--- config.mk ---
export PLATFORM = sky130hd
export DESIGN_NAME = pipe_ctrl_unit_flat
export DESIGN_NICKNAME = d
export VERILOG_FILES = /design/src/rtl/pipe_ctrl_unit_if.sv /design/src/rtl/pipe_ctrl_unit.sv /design/src/flat_wrapper.sv
export SDC_FILE = /design/constraint.sdc
export NUM_CORES = 1
export LEC_CHECK = 0
export BUFFER_PORTS_ARGS = -buffer_cell sky130_fd_sc_hd__buf_2
export CORE_UTILIZATION = 40
export CTS_CLUSTER_SIZE = 24
export DETAILED_ROUTE_END_ITERATION = 8
export PLACE_DENSITY = 0.58
export SKIP_LAST_GASP = 1
export SYNTH_ARGS = -nofsm -noshare
export SYNTH_HDL_FRONTEND = slang
export SYNTH_SLANG_ARGS = --single-unit
--- constraint.sdc ---
create_clock -name clk -period 3.9 [get_ports clk]
set_input_delay 0.39 -clock clk [delete_from_list [all_inputs] [get_ports clk]]
set_output_delay 0.39 -clock clk [all_outputs]
set_load 0.05 [all_outputs]
--- src/rtl/pipe_ctrl_unit_if.sv ---
// rtl/pipe_ctrl_unit_if.sv - ID/EX control handshake bundle for pipe_ctrl_unit
//
// Purpose: groups the decode-side handshake and the staged control words
// that pipe_ctrl_unit exchanges with the rest of the pipeline.
//
// Signals:
//   id_opcode    [5:0]  opcode of the instruction in ID
//   id_valid            id_opcode holds a real instruction
//   hazard_stall        load-use stall request from the hazard unit
//   flush               squash the instruction in ID
//   id_ready            ID instruction is accepted this cycle
//   fp_busy             float op in progress, ID blocked
//   ex_ctrl      [7:0]  {floatop, issigned, alusrc, regdst, aluop[3:0]}
//   mem_ctrl     [5:0]  {jal, jump, bne, beq, memwrite, memread}
//   wb_ctrl      [1:0]  {memtoreg, regwrite}
//   ex_illegal          instruction now in EX had an undefined opcode
//
// Modports: slave = the control unit, master = the pipeline driving ID.
interface pipe_ctrl_unit_if;
  logic [5:0] id_opcode;
  logic       id_valid;
  logic       hazard_stall;
  logic       flush;
  logic       id_ready;
  logic       fp_busy;
  logic [7:0] ex_ctrl;
  logic [5:0] mem_ctrl;
  logic [1:0] wb_ctrl;
  logic       ex_illegal;

  modport slave (
    input  id_opcode,
    input  id_valid,
    input  hazard_stall,
    input  flush,
    output id_ready,
    output fp_busy,
    output ex_ctrl,
    output mem_ctrl,
    output wb_ctrl,
    output ex_illegal
  );

  modport master (
    output id_opcode,
    output id_valid,
    output hazard_stall,
    output flush,
    input  id_ready,
    input  fp_busy,
    input  ex_ctrl,
    input  mem_ctrl,
    input  wb_ctrl,
    input  ex_illegal
  );
endinterface

--- src/rtl/pipe_ctrl_unit.sv ---
// rtl/pipe_ctrl_unit.sv - opcode decode, issue gating and staged control pipeline
//
// Purpose: decodes the opcode in ID into EX/MEM/WB control words, gates issue
// on stall/flush/float-busy, and carries the words down a three-stage control
// pipeline that advances every cycle. A small FSM blocks ID for FP_LAT-1
// cycles after a float op issues.
//
// Ports:
//   clk   rising-edge clock
//   rst   synchronous active-high reset
//   bus   pipe_ctrl_unit_if.slave (see interface file for the signal list)
//
// Parameters:
//   FP_LAT    float-op issue latency in cycles, 1..15
//   FLOAT_EN  1 enables opcode 6'h11 as a float op, 0 makes it illegal
module pipe_ctrl_unit #(
  parameter int FP_LAT   = 4,
  parameter bit FLOAT_EN = 1'b1
) (
  input  logic              clk,
  input  logic              rst,
  pipe_ctrl_unit_if.slave   bus
);

  localparam logic [3:0] CNT_LOAD = 4'(FP_LAT - 1);
  localparam bit         USE_BUSY = (FP_LAT > 1);

  typedef enum logic {
    IDLE = 1'b0,
    BUSY = 1'b1
  } state_t;

  state_t     state, state_next;
  logic [3:0] cnt, cnt_next;

  // Decoded control fields for the instruction currently in ID.
  logic       dec_floatop;
  logic       dec_issigned;
  logic       dec_alusrc;
  logic       dec_regdst;
  logic [3:0] dec_aluop;
  logic       dec_jal;
  logic       dec_jump;
  logic       dec_bne;
  logic       dec_beq;
  logic       dec_memwrite;
  logic       dec_memread;
  logic       dec_memtoreg;
  logic       dec_regwrite;
  logic       dec_legal;

  logic       fp_busy;
  logic       id_ready;
  logic       issue;
  logic       issue_legal;

  // Control words as they sit in each stage.
  logic [7:0] ex_ctrl_q;
  logic [5:0] ex_mem_q;
  logic [1:0] ex_wb_q;
  logic       ex_illegal_q;
  logic [5:0] mem_ctrl_q;
  logic [1:0] mem_wb_q;
  logic [1:0] wb_ctrl_q;

  logic [7:0] ex_ctrl_d;
  logic [5:0] ex_mem_d;
  logic [1:0] ex_wb_d;

  // ---------------------------------------------------------------------------
  // Opcode decode
  // ---------------------------------------------------------------------------
  always_comb begin
    dec_floatop  = 1'b0;
    dec_issigned = 1'b0;
    dec_alusrc   = 1'b0;
    dec_regdst   = 1'b0;
    dec_aluop    = 4'h0;
    dec_jal      = 1'b0;
    dec_jump     = 1'b0;
    dec_bne      = 1'b0;
    dec_beq      = 1'b0;
    dec_memwrite = 1'b0;
    dec_memread  = 1'b0;
    dec_memtoreg = 1'b0;
    dec_regwrite = 1'b0;
    dec_legal    = 1'b1;

    case (bus.id_opcode)
      6'h12, 6'h22: begin  // lw, lbu
        dec_regwrite = 1'b1;
        dec_memtoreg = 1'b1;
        dec_memread  = 1'b1;
        dec_alusrc   = 1'b1;
        dec_issigned = 1'b1;
        dec_aluop    = 4'h4;
      end
      6'h0f: begin  // lui
        dec_regwrite = 1'b1;
        dec_alusrc   = 1'b1;
        dec_aluop    = 4'hb;
      end
      6'h28, 6'h2b: begin  // sb, sw
        dec_memwrite = 1'b1;
        dec_alusrc   = 1'b1;
        dec_issigned = 1'b1;
        dec_aluop    = 4'h4;
      end
      6'h03: begin  // R-type
        dec_regdst   = 1'b1;
        dec_regwrite = 1'b1;
        dec_aluop    = 4'h2;
      end
      6'h09: begin  // addi
        dec_regwrite = 1'b1;
        dec_alusrc   = 1'b1;
        dec_aluop    = 4'h4;
      end
      6'h0c: begin  // andi
        dec_regwrite = 1'b1;
        dec_alusrc   = 1'b1;
        dec_aluop    = 4'h5;
      end
      6'h0e: begin  // ori
        dec_regwrite = 1'b1;
        dec_alusrc   = 1'b1;
        dec_aluop    = 4'h3;
      end
      6'h05: begin  // branch on equal
        dec_beq      = 1'b1;
        dec_issigned = 1'b1;
        dec_aluop    = 4'h7;
      end
      6'h04: begin  // branch on not equal
        dec_bne      = 1'b1;
        dec_issigned = 1'b1;
        dec_aluop    = 4'h7;
      end
      6'h07: begin  // jal
        dec_jal      = 1'b1;
        dec_aluop    = 4'h4;
      end
      6'h02: begin  // j
        dec_jump     = 1'b1;
        dec_aluop    = 4'h0;
      end
      6'h11: begin  // float op, only when the FPU is configured in
        if (FLOAT_EN) begin
          dec_floatop  = 1'b1;
          dec_regdst   = 1'b1;
          dec_regwrite = 1'b1;
          dec_aluop    = 4'h2;
        end else begin
          dec_legal    = 1'b0;
        end
      end
      default: begin
        dec_legal    = 1'b0;
      end
    endcase
  end

  // ---------------------------------------------------------------------------
  // Issue gating
  // ---------------------------------------------------------------------------
  // id_ready deliberately ignores flush: the front end must not see a
  // combinational dependence on the branch-resolution path.
  assign fp_busy     = (state == BUSY);
  assign id_ready    = !fp_busy && !bus.hazard_stall;
  assign issue       = bus.id_valid && id_ready && !bus.flush;
  assign issue_legal = issue && dec_legal;

  // Illegal opcodes and non-issuing cycles both become all-zero bubbles.
  always_comb begin
    ex_ctrl_d = 8'h00;
    ex_mem_d  = 6'h00;
    ex_wb_d   = 2'b00;
    if (issue_legal) begin
      ex_ctrl_d = {dec_floatop, dec_issigned, dec_alusrc, dec_regdst, dec_aluop};
      ex_mem_d  = {dec_jal, dec_jump, dec_bne, dec_beq, dec_memwrite, dec_memread};
      ex_wb_d   = {dec_memtoreg, dec_regwrite};
    end
  end

  // ---------------------------------------------------------------------------
  // Float-busy FSM
  // ---------------------------------------------------------------------------
  // Only a float op that actually issues starts the count, so a float op held
  // back by hazard_stall or squashed by flush never blocks ID. Once BUSY, the
  // op is already in flight and flush has no effect on the count.
  always_comb begin
    state_next = state;
    cnt_next   = cnt;
    case (state)
      IDLE: begin
        if (USE_BUSY && issue_legal && dec_floatop) begin
          state_next = BUSY;
          cnt_next   = CNT_LOAD;
        end
      end
      BUSY: begin
        cnt_next = cnt - 4'd1;
        if (cnt == 4'd1) begin
          state_next = IDLE;
        end
      end
      default: begin
        state_next = IDLE;
        cnt_next   = 4'd0;
      end
    endcase
  end

  always_ff @(posedge clk) begin
    if (rst) begin
      state <= IDLE;
      cnt   <= 4'd0;
    end else begin
      state <= state_next;
      cnt   <= cnt_next;
    end
  end

  // ---------------------------------------------------------------------------
  // Control pipeline: advances unconditionally every cycle
  // ---------------------------------------------------------------------------
  always_ff @(posedge clk) begin
    if (rst) begin
      ex_ctrl_q    <= 8'h00;
      ex_mem_q     <= 6'h00;
      ex_wb_q      <= 2'b00;
      ex_illegal_q <= 1'b0;
      mem_ctrl_q   <= 6'h00;
      mem_wb_q     <= 2'b00;
      wb_ctrl_q    <= 2'b00;
    end else begin
      ex_ctrl_q    <= ex_ctrl_d;
      ex_mem_q     <= ex_mem_d;
      ex_wb_q      <= ex_wb_d;
      ex_illegal_q <= issue && !dec_legal;
      mem_ctrl_q   <= ex_mem_q;
      mem_wb_q     <= ex_wb_q;
      wb_ctrl_q    <= mem_wb_q;
    end
  end

  assign bus.id_ready   = id_ready;
  assign bus.fp_busy    = fp_busy;
  assign bus.ex_ctrl    = ex_ctrl_q;
  assign bus.mem_ctrl   = mem_ctrl_q;
  assign bus.wb_ctrl    = wb_ctrl_q;
  assign bus.ex_illegal = ex_illegal_q;

endmodule
--- src/flat_wrapper.sv ---
// flat-port wrapper written by rule: the top's interface ports become plain ports
module pipe_ctrl_unit_flat 
#(
  parameter int FP_LAT   = 4,
  parameter bit FLOAT_EN = 1'b1
)
  (clk, rst, bus_id_opcode, bus_id_valid, bus_hazard_stall, bus_flush, bus_id_ready, bus_fp_busy, bus_ex_ctrl, bus_mem_ctrl, bus_wb_ctrl, bus_ex_illegal);
  pipe_ctrl_unit_if bus_i ();
  input  logic clk;
  input  logic rst;
  input wire logic [$bits(bus_i.id_opcode)-1:0] bus_id_opcode;
  input wire logic [$bits(bus_i.id_valid)-1:0] bus_id_valid;
  input wire logic [$bits(bus_i.hazard_stall)-1:0] bus_hazard_stall;
  input wire logic [$bits(bus_i.flush)-1:0] bus_flush;
  output wire logic [$bits(bus_i.id_ready)-1:0] bus_id_ready;
  output wire logic [$bits(bus_i.fp_busy)-1:0] bus_fp_busy;
  output wire logic [$bits(bus_i.ex_ctrl)-1:0] bus_ex_ctrl;
  output wire logic [$bits(bus_i.mem_ctrl)-1:0] bus_mem_ctrl;
  output wire logic [$bits(bus_i.wb_ctrl)-1:0] bus_wb_ctrl;
  output wire logic [$bits(bus_i.ex_illegal)-1:0] bus_ex_illegal;
  assign bus_i.id_opcode = bus_id_opcode;
  assign bus_i.id_valid = bus_id_valid;
  assign bus_i.hazard_stall = bus_hazard_stall;
  assign bus_i.flush = bus_flush;
  assign bus_id_ready = bus_i.id_ready;
  assign bus_fp_busy = bus_i.fp_busy;
  assign bus_ex_ctrl = bus_i.ex_ctrl;
  assign bus_mem_ctrl = bus_i.mem_ctrl;
  assign bus_wb_ctrl = bus_i.wb_ctrl;
  assign bus_ex_illegal = bus_i.ex_illegal;
  pipe_ctrl_unit #(.FP_LAT(FP_LAT), .FLOAT_EN(FLOAT_EN)) u_core (.clk(clk), .rst(rst), .bus(bus_i));
endmodule
---- Word level (Yosys, flattened, before mapping) ----
Cells that the tools add are included.
storage, ports and cells
  flip-flop bits (word level) ............. 32
cells by class
  reductions and logical operators ........ 20
  bitwise logic cells ..................... 2
  $add $sub $neg .......................... 1
  muxes and demuxes ....................... 18
  equal/unequal tests ..................... 16
operators with widths
  cell                                                   number
  equality test 6 x 4 -> 1 bit, second input constant    4
  case mux 4 bit (6 select lines)                        1
  equality test 6 x 3 -> 1 bit, second input constant    3
  equality test 6 bit, second input constant             3
  OR reduction 8 bit                                     2
  2-to-1 mux 1 bit                                       14
  OR reduction 14 bit                                    1
  equality test 6 x 2 -> 1 bit, second input constant    2
  equality test 6 x 5 -> 1 bit, second input constant    2
  OR reduction 6 bit                                     2
  OR reduction 2 bit                                     5
  case mux 4 bit (2 select lines)                        1
  logical AND 1 bit                                      6
  equality test 4 x 1 -> 1 bit, second input constant    1
  logical NOT 1 bit                                      4
  2-to-1 mux 4 bit                                       1
  subtractor 4 x 1 -> 4 bit, second input constant       1
  inequality test 2 x 1 -> 1 bit, second input constant  1
  inverter 1 bit                                         2
  case mux 1 bit (2 select lines)                        1

---- Depth between registers and ports, before layout ----
Gate-level depths: netlist of run 1.
  depth in word-level cells ............... 8
  gate-level depth with buffers ........... 6
  depth with buffers taken out ............ 5

---- Worst setup path after synthesis of run 1 ----
Ideal clock, no wire load.
  path kind ............................... input-to-reg
  from .................................... input port bus_hazard_stall
  to ...................................... register u_core.ex_ctrl_q[0], in the netlist u_core.bus.ex_ctrl[0]
  data arrival time ....................... 1.832 ns
  path slack .............................. 1.981 ns
  cell stages on the path ................. 5
  cells stage by stage .................... or3b_1 or3_1 buf_2 or3_4 nor4b_2
on the way
  longest elaborated chain between the ends .. 7
ends and longest elaborated chain
  what                                 RTL line               source
  from (decl)                          flat_wrapper.sv:13     input wire logic [$bits(bus_i.hazard_stall)-1:0] bus_hazard_stall;
  logical NOT 1 bit                    pipe_ctrl_unit.sv:169  assign id_ready = !fp_busy && !bus.hazard_stall;
  logical AND 1 bit                    pipe_ctrl_unit.sv:169
  logical AND 1 bit (2 in series)      pipe_ctrl_unit.sv:170  assign issue = bus.id_valid && id_ready && !bus.flush;
  logical AND 1 bit                    pipe_ctrl_unit.sv:171  assign issue_legal = issue && dec_legal;
  inverter 1 bit (no source line)      -
  OR reduction 2 bit (no source line)  -
  to (signal assigned)                 pipe_ctrl_unit.sv:237  ex_ctrl_q <= ex_ctrl_d;
  to (decl)                            pipe_ctrl_unit.sv:58   logic [7:0] ex_ctrl_q;
No other way between the ends.
A chain may end at the register's enable or synchronous reset.

---- Worst setup path after layout of run 1 ----
  from .................................... input port bus_hazard_stall
  to ...................................... register u_core.ex_ctrl_q[5], in the netlist u_core.bus.ex_ctrl[5]
The elaborated chain is that of the path after synthesis.

==> results of run 1 <==
==> cell families after synthesis <==
| group | synth area share (%) |
|---|---|
| simple gates | 29.1 |
| compound gates | 15.4 |
| flops | 44.4 |
| buf+inv | 5.64 |
| mux | 2.22 |
| xor+xnor | 1.30 |
| fa+ha+maj | 1.85 |
==> layout by cell type (no fill, tap or decap), types with 3 or more instances in the layout <==
| master | instances |
|---|---|
| nand2b_1 | 5 |
| a311oi_1 | 5 |
| a21oi_1 | 6 |
| nand3b_1 | 3 |
| a211oi_1 | 4 |
| nand2_1 | 9 |
| nor2b_1 | 14 |
| mux2i_1 | 3 |
| inv_1 | 5 |
| o21ai_0 | 6 |
| nor3_1 | 8 |
| clkbuf_4 | 5 |
| dfxtp_1 | 30 |
| o22ai_1 | 3 |
| buf_2 | 29 |
| nor2_1 | 11 |
| a31oi_1 | 5 |
==> path summary, 6_finish.rpt <==
| check | to | slack, ns | cells past startpoint |
|---|---|---|---|
| setup reg to reg | u_core.bus.ex_ctrl[5]$_SDFF_PP0_ | 2.12 | 4 |
| setup / recovery | u_core.bus.ex_ctrl[5]$_SDFF_PP0_ | 2.11 | 6 |
| hold reg to reg | u_core.bus.mem_ctrl[2]$_SDFF_PP0_ | 0.44 | 1 |
| hold / removal | u_core.bus.ex_ctrl[4]$_SDFF_PP0_ | 0.39 | 3 |
==> worst max-delay path, stage by stage <==
cell	delay, ns
buf_2	0.10
or3b_1	0.38
or3_1	0.43
a311oi_1	0.26
o311ai_1	0.27
a31oi_1	0.22
==> registers in the layout, summed over array words and instances, names as in the netlist <==
register               count
u_core.bus.ex_ctrl         8
u_core.bus.mem_ctrl        6
u_core.ex_mem_q            6
u_core.cnt                 4
u_core.bus.wb_ctrl         2
u_core.bus.ex_illegal      1
u_core.bus.fp_busy         1
u_core.ex_wb_q             1
u_core.mem_wb_q            1
==> per-stage QoR <==
step / cell area [µm²] / instances / hold slack, ns
after global routing: 1560 / 223 / 0.404
after floorplan: 1350 / 156 / 0.414
after global placement: 1500 / 215 / 0.420
final: 1560 / 223 / 0.387
after detailed placement: 1500 / 215 / 0.423
after CTS: 1560 / 223 / 0.385
==> cell usage after synthesis <==
cell / n
dfxtp_1: 30
nor2b_1: 14
clkbuf_1: 11
nor2_1: 11
nand2_1: 9
nor3_1: 8
a21oi_1: 6
o21ai_0: 6
a311oi_1: 5
a31oi_1: 5
inv_1: 5
nand2b_1: 5
a211oi_1: 4
mux2i_1: 3
nand3b_1: 3
o22ai_1: 3
ha_1: 2
nand3_1: 2
nand4_1: 2
nor3b_1: 2
nor4_1: 2
or2_2: 2
or3_1: 2
and3b_1: 1
buf_1: 1
buf_2: 1
buf_4: 1
nor3_2: 1
nor4b_1: 1
nor4b_2: 1
o21a_1: 1
o22a_1: 1
o311ai_1: 1
or3_4: 1
or3b_1: 1
xnor2_1: 1
xor2_1: 1
==> layout make-up <==
| class | count | area (µm²) | area share [%] |
|---|---|---|---|
| Tap cell | 44 | 55.1 | 3.53 |
| Timing Repair Buffer | 29 | 145 | 9.31 |
| Clock inverter | 2 | 12.5 | 0.803 |
| Sequential cell | 30 | 601 | 38.5 |
| Multi-Input combinational cell | 107 | 676 | 43.3 |
| Inverter | 5 | 18.8 | 1.20 |
| Clock buffer | 6 | 51.3 | 3.29 |
==> routing by layer <==
layer / vias to the layer above / global-route usage (%) / part of all wire, %
li1: 595 / - / -
met1: 538 / 20.9 / 45
met2: 41 / 26.5 / 47
met3: 7 / 3.90 / 4.8
met4: 0 / 11.3 / 2.6
met5: - / 0 / 0
==> power groups by stage <==
stage                     logic, mW  clock network [mW]  registers [mW]
after floorplan              0.0428                   0           0.316
after global placement       0.0578                   0           0.314
after detailed placement     0.0578                   0           0.314
after CTS                    0.0580               0.198           0.307
after global routing         0.0646               0.212           0.307
final                        0.0588               0.193           0.307
==> run metrics, run 1 <==
largest net degree at the start of global routing 21; Seq cells post-synth 30; ant diodes 0; post-CTS setup buffers 0; DR WL/cell 12.4 µm; final setup vio count 0; yosys warns 0; Iter 0 DRT Violations 51; Hold Path Origin bus_id_opcode[0]; WP data arrival 2.05 ns; Comb pwr share 10.5%; CTS Root Buffer Type clkbuf_4; status completed; Worst Setup SP bus_hazard_stall; register share of total power 55.0%; vias after detailed routing 1,181; power per cell area 358 nW/µm²; die width 60.2 µm; Fin Setup TNS 0 ns; detailed-placement wirelength estimate 1.93 mm; nets 191; initial antenna violation count 0; leading area contributor after synthesis dfxtp_1; die footprint 3620 µm²; Peak supply drop 98.8 µV; WS Path Type input port to register; Leakage 0.610 nW; syn_area_per_cell 8.67 µm²; CTS tree yes; antenna-violating nets left 0; sw frac 26.1%; drt first pass iters 4; number of global-route vias before repair 1,036; crit path time final 1.79 ns; Distinct cells, synth 37; share of cells above drive strength 1 23.5%; Post-Route WL 2.76 mm; I/O Pins 30; top-area cell type share of the netlist area 44.4%; slew at the pin closest to its max-slew limit 0.761 ns; Max H-tree Level 2; Synth Net Count 169; Min-Delay Path Class input port to register; Setup crit end kind register; CTS Hold Buffers Added 0; total CTS buffers 5; RSZ-0062 raised after global routing false; Clock Path Buffers 2; average vias per placed instance 5.30; Startpoint Class input port; max-slew violation count 0; slew margin rel. 48.4%; post_cts resized 0; CP Data Required Time 4.16 ns; internal power 0.413 mW; remaining global-route overflow 0; Initial Utilization 43.2%; Layout area overhead 15.3%; worst clock skew 0.00246 ns; Final WS setup 2.11 ns; dpl ws 1.78 ns; Synth Cell Area 1350 µm²; Fillers 314; Fmax achieved 559 MHz; Worst-path clk slew 0.09 ns; post-synthesis sequential area ratio 44.4%; global-route wire length before repair 4.52 mm; Synth area leaders dfxtp_1 (44%), nor2b_1 (6.5%), a311oi_1 (3.2%); Port Buffer Count 29; post-layout util 49.8%; CP Max Fanout 6; DR DRC count 0; Post-Syn Instances 156; CTS Sinks 30; Core Area 3130 µm²; worst skew pair latency 0.33 ns; Overall Power 0.559 mW; gr usage total 17.1%; Die Span Y 60.2 µm; fin crit share 45.9%; row count 20; P_sw 0.146 mW; clock power share 34.5%; Final Hold Viols 0; Max-Cap Viols 0; Final Wtd Congestion 0.910; reg-to-reg startpoint u_core.bus.fp_busy$_SDFF_PP0_
Power figures use the tool's default switching activity.
==> run 2, diff against run 1 <==
Settings changed: ABC_AREA set to 1, PLACE_DENSITY 0.58 to 0.61.
Clock period 3.9 ns to 1.5 ns, I/O delays scaled along.
==> run metrics, run 2 <==
asr flop ratio synth 0% (unchanged); number of cells on the worst hold path 4 (+1); Layout area overhead 20.0%; detailed-placement wirelength estimate 1.83 mm (-5.2%); number of global-route vias before repair 1,050 (+1.4%); Hold WS 0.167 ns (-0.220 ns); sw frac 24.1% (-2.0 points); post-synthesis sequential area ratio 46.1% (+1.7 points); Hold Path Origin bus_flush; Max-Cap Viols 0 (unchanged); antenna-violating nets left 0 (unchanged); average vias per placed instance 4.37 (-17%); slowest CP cell dfxtp_2; Post-Route WL 2.29 mm (-17%); post-layout util 50.8% (+0.97 points); Die Span Y 59.1 µm (-1.8%); Post-synth top flop dfxtp_1; Fin Setup TNS 0 ns (unchanged); row count 20 (unchanged); I/O Pins 30 (unchanged); yosys warns 0 (unchanged); Setup crit end kind output pin; CP Data Required Time 1.35 ns (-2.81 ns); nets 219 (+15%); slew at the pin closest to its max-slew limit 0.315 ns (-0.446 ns); placed cell count 243 (+13%); commonest cells in the netlist dfxtp_1 (30), inv_1 (26), nor2_1 (24), nand2_1 (22); CTS Sinks 30 (unchanged); Crit path depth 3 (-3); Synth Net Count 184 (+8.9%); worst path bufs/invs 2 (+1); power per cell area 895 nW/µm² (+150%); max reg flops 8 (unchanged); Synth Cell Area 1300 µm² (-3.6%); count leader, synth dfxtp_1; worst skew pair latency 0.32 ns (about the same); reg-to-reg startpoint u_core.bus.fp_busy$_SDFF_PP0_; Startpoint Class register; Clock Path Buffers 2 (unchanged); CP delay by family, top flip-flops; Worst-path clk slew 0.08 ns (about the same); RSZ-0062 raised after global routing false; CP endpoint bus_id_ready; FF-to-FF path depth 6 (+2); most frequent cells in the layout buf_2 (29), dfxtp_1 (29), inv_1 (26), nor2_1 (24), nand2_1 (21); Peak supply drop 269 µV (+170%); WP data arrival 1.25 ns (-0.80 ns); vias after detailed routing 1,098 (-7.0%); Leakage 0.823 nW (+35%); DR WL/cell 9.11 µm (-26%); Comb pwr share 8.7% (-1.8 points); Core Area 3080 µm² (-1.6%); largest net degree at the start of global routing 16 (-24%); die width 59.1 µm (-1.8%); CTS Root Buffer Type clkbuf_4; Largest stage delay, worst path 0.36 ns (-0.07 ns); CP Cell Sequence or2_1 > inv_4 > buf_2; top-area cell type share of the netlist area 46.1% (+1.7 points); sequential cell area 602 µm² (+0.21%); leading area contributor after synthesis dfxtp_1; Worst Setup SP u_core.bus.fp_busy$_SDFF_PP0_; Port Buffer Count 29 (unchanged); CTS tree yes; P_sw 0.337 mW (+130%); Fillers 319 (+1.6%); fin crit share 93.2%; global-route wire length before repair 4.20 mm (-7.0%); cell area after layout 1560 µm² (+0.32%); R2R Setup Slk 0.13 ns (-1.99 ns); die footprint 3490 µm² (-3.5%); Final Wtd Congestion 0.887 (-2.5%); CP Max Fanout 8 (+2); slew margin rel. 79.0% (+31 points); max-slew violation count 0 (unchanged); Seq cells post-synth 30 (unchanged); worst clock skew 0.00902 ns (+0.00656 ns); clock power share 34.3% (-0.2 points); Post-Syn Instances 171 (+9.6%); WS Path Type register to output pin; Iter 0 DRT Violations 11 (-78%); Synth area leaders dfxtp_1 (46%), inv_1 (7.5%), nor2_1 (6.9%); Initial Utilization 42.4% (-0.88 points); number of flops mapped to enable cells by yosys 0 (unchanged); Layout Cells excl Fill 251 (+13%); register share of total power 57.0% (+2.0 points); share of cells above drive strength 1 34.8% (+11 points); internal power 1.06 mW (+160%); status completed; final setup vio count 0 (unchanged); remaining global-route overflow 0 (unchanged); initial antenna violation count 0 (unchanged); Post-DP Area 1500 µm² (about the same); CTS Hold Buffers Added 0 (unchanged); Crit Reg-Reg Endpoint u_core.ex_mem_q[5]$_SDFF_PP0_; Final Hold Viols 0 (unchanged); ant diodes 0 (unchanged); Fmax achieved 715 MHz; syn_area_per_cell 7.62 µm² (-12%); Max H-tree Level 2 (unchanged); crit path time final 1.40 ns; Distinct cells, synth 23 (-38%); gr usage total 16.1% (-1.0 points); drt first pass iters 4 (unchanged); multi-input logic area 557 µm² (-18%); DR DRC count 0 (unchanged); Min-Delay Path Class input port to register; total CTS buffers 5 (unchanged)
run 2: cell count changes after synthesis, sizes merged, moves of 5 or more:
cell    previous run  this run
inv                5        32
nand2              9        28
a311oi             5         0
nor2              11        41
clkbuf            11         1
nand3              2        16
nor3               9         1
nand2b             5         0
nor2b             14         0
run 2: cell type report:
| type | instances | share of cell area (%) |
|---|---|---|
| Clock inverter | 1 | 0.320 |
| Clock buffer | 7 | 3.52 |
| Inverter | 32 | 7.84 |
| Tap cell | 44 | 3.52 |
| Multi-Input combinational cell | 105 | 35.6 |
| Sequential cell | 30 | 38.5 |
| Timing Repair Buffer | 32 | 10.7 |
run 2: worst min path at each step:
stage / to / slack [ns]
6_report: u_core.bus.ex_illegal$_SDFF_PP0_ / 0.17
3_5_place_dp: u_core.bus.mem_ctrl[5]$_SDFF_PP0_ / 0.39
5_1_grt: u_core.bus.ex_illegal$_SDFF_PP0_ / 0.17
2_1_floorplan: u_core.bus.ex_illegal$_SDFF_PP0_ / 0.23
3_3_place_gp: u_core.mem_wb_q[0]$_SDFF_PP0_ / 0.39
4_1_cts: u_core.bus.ex_illegal$_SDFF_PP0_ / 0.16
run 2: power by group through the flow:
stage	clock network, mW	registers (mW)	logic (mW)
after detailed placement	0	0.817	0.121
after global routing	0.544	0.799	0.138
after floorplan	0	0.821	0.0796
after CTS	0.502	0.798	0.121
final	0.479	0.798	0.122
after global placement	0	0.817	0.118
run 2: per-layer routing:
metal	track usage [%]	routed length, µm	vias up
li1	-	-	584
met1	18.9	1070	478
met2	26.3	1100	32
met3	4.80	75	4
met4	8.50	37	0
met5	0	0	-
run 2: logic make-up after synthesis:
group | count (synthesis) | synth area share, %
AND/OR/NAND/NOR | 91 | 35.5
flip-flops | 30 | 46.1
buffers and inverters | 36 | 11.8
adder cells (fa/ha/maj) | 2 | 1.92
AO/OA/AOI/OAI | 12 | 4.70
run 2: what timing repair did:
| item | 4_1_cts | 5_1_grt |
|---|---|---|
| setup endpoints to repair | 0 | 6 |
| resized for setup | 0 | 2 |
| buffers inserted | 0 | 0 |
| endpoints found under the hold margin | 0 | 0 |
run 2: worst register-to-register path, delay by kind of cell, from the launching register on:
kind	cells	cell delay, ns
flops	1	0.36
buf+inv	1	0.06
simple gates	5	0.89
run 2: through the flow:
step | power [mW] | worst slack, ns
3_3_place_gp | 0.935 | 0.152
6_report | 1.40 | 0.102
4_1_cts | 1.42 | 0.0842
3_5_place_dp | 0.938 | 0.0730
5_1_grt | 1.48 | 0.0251
2_1_floorplan | 0.901 | 0.0211
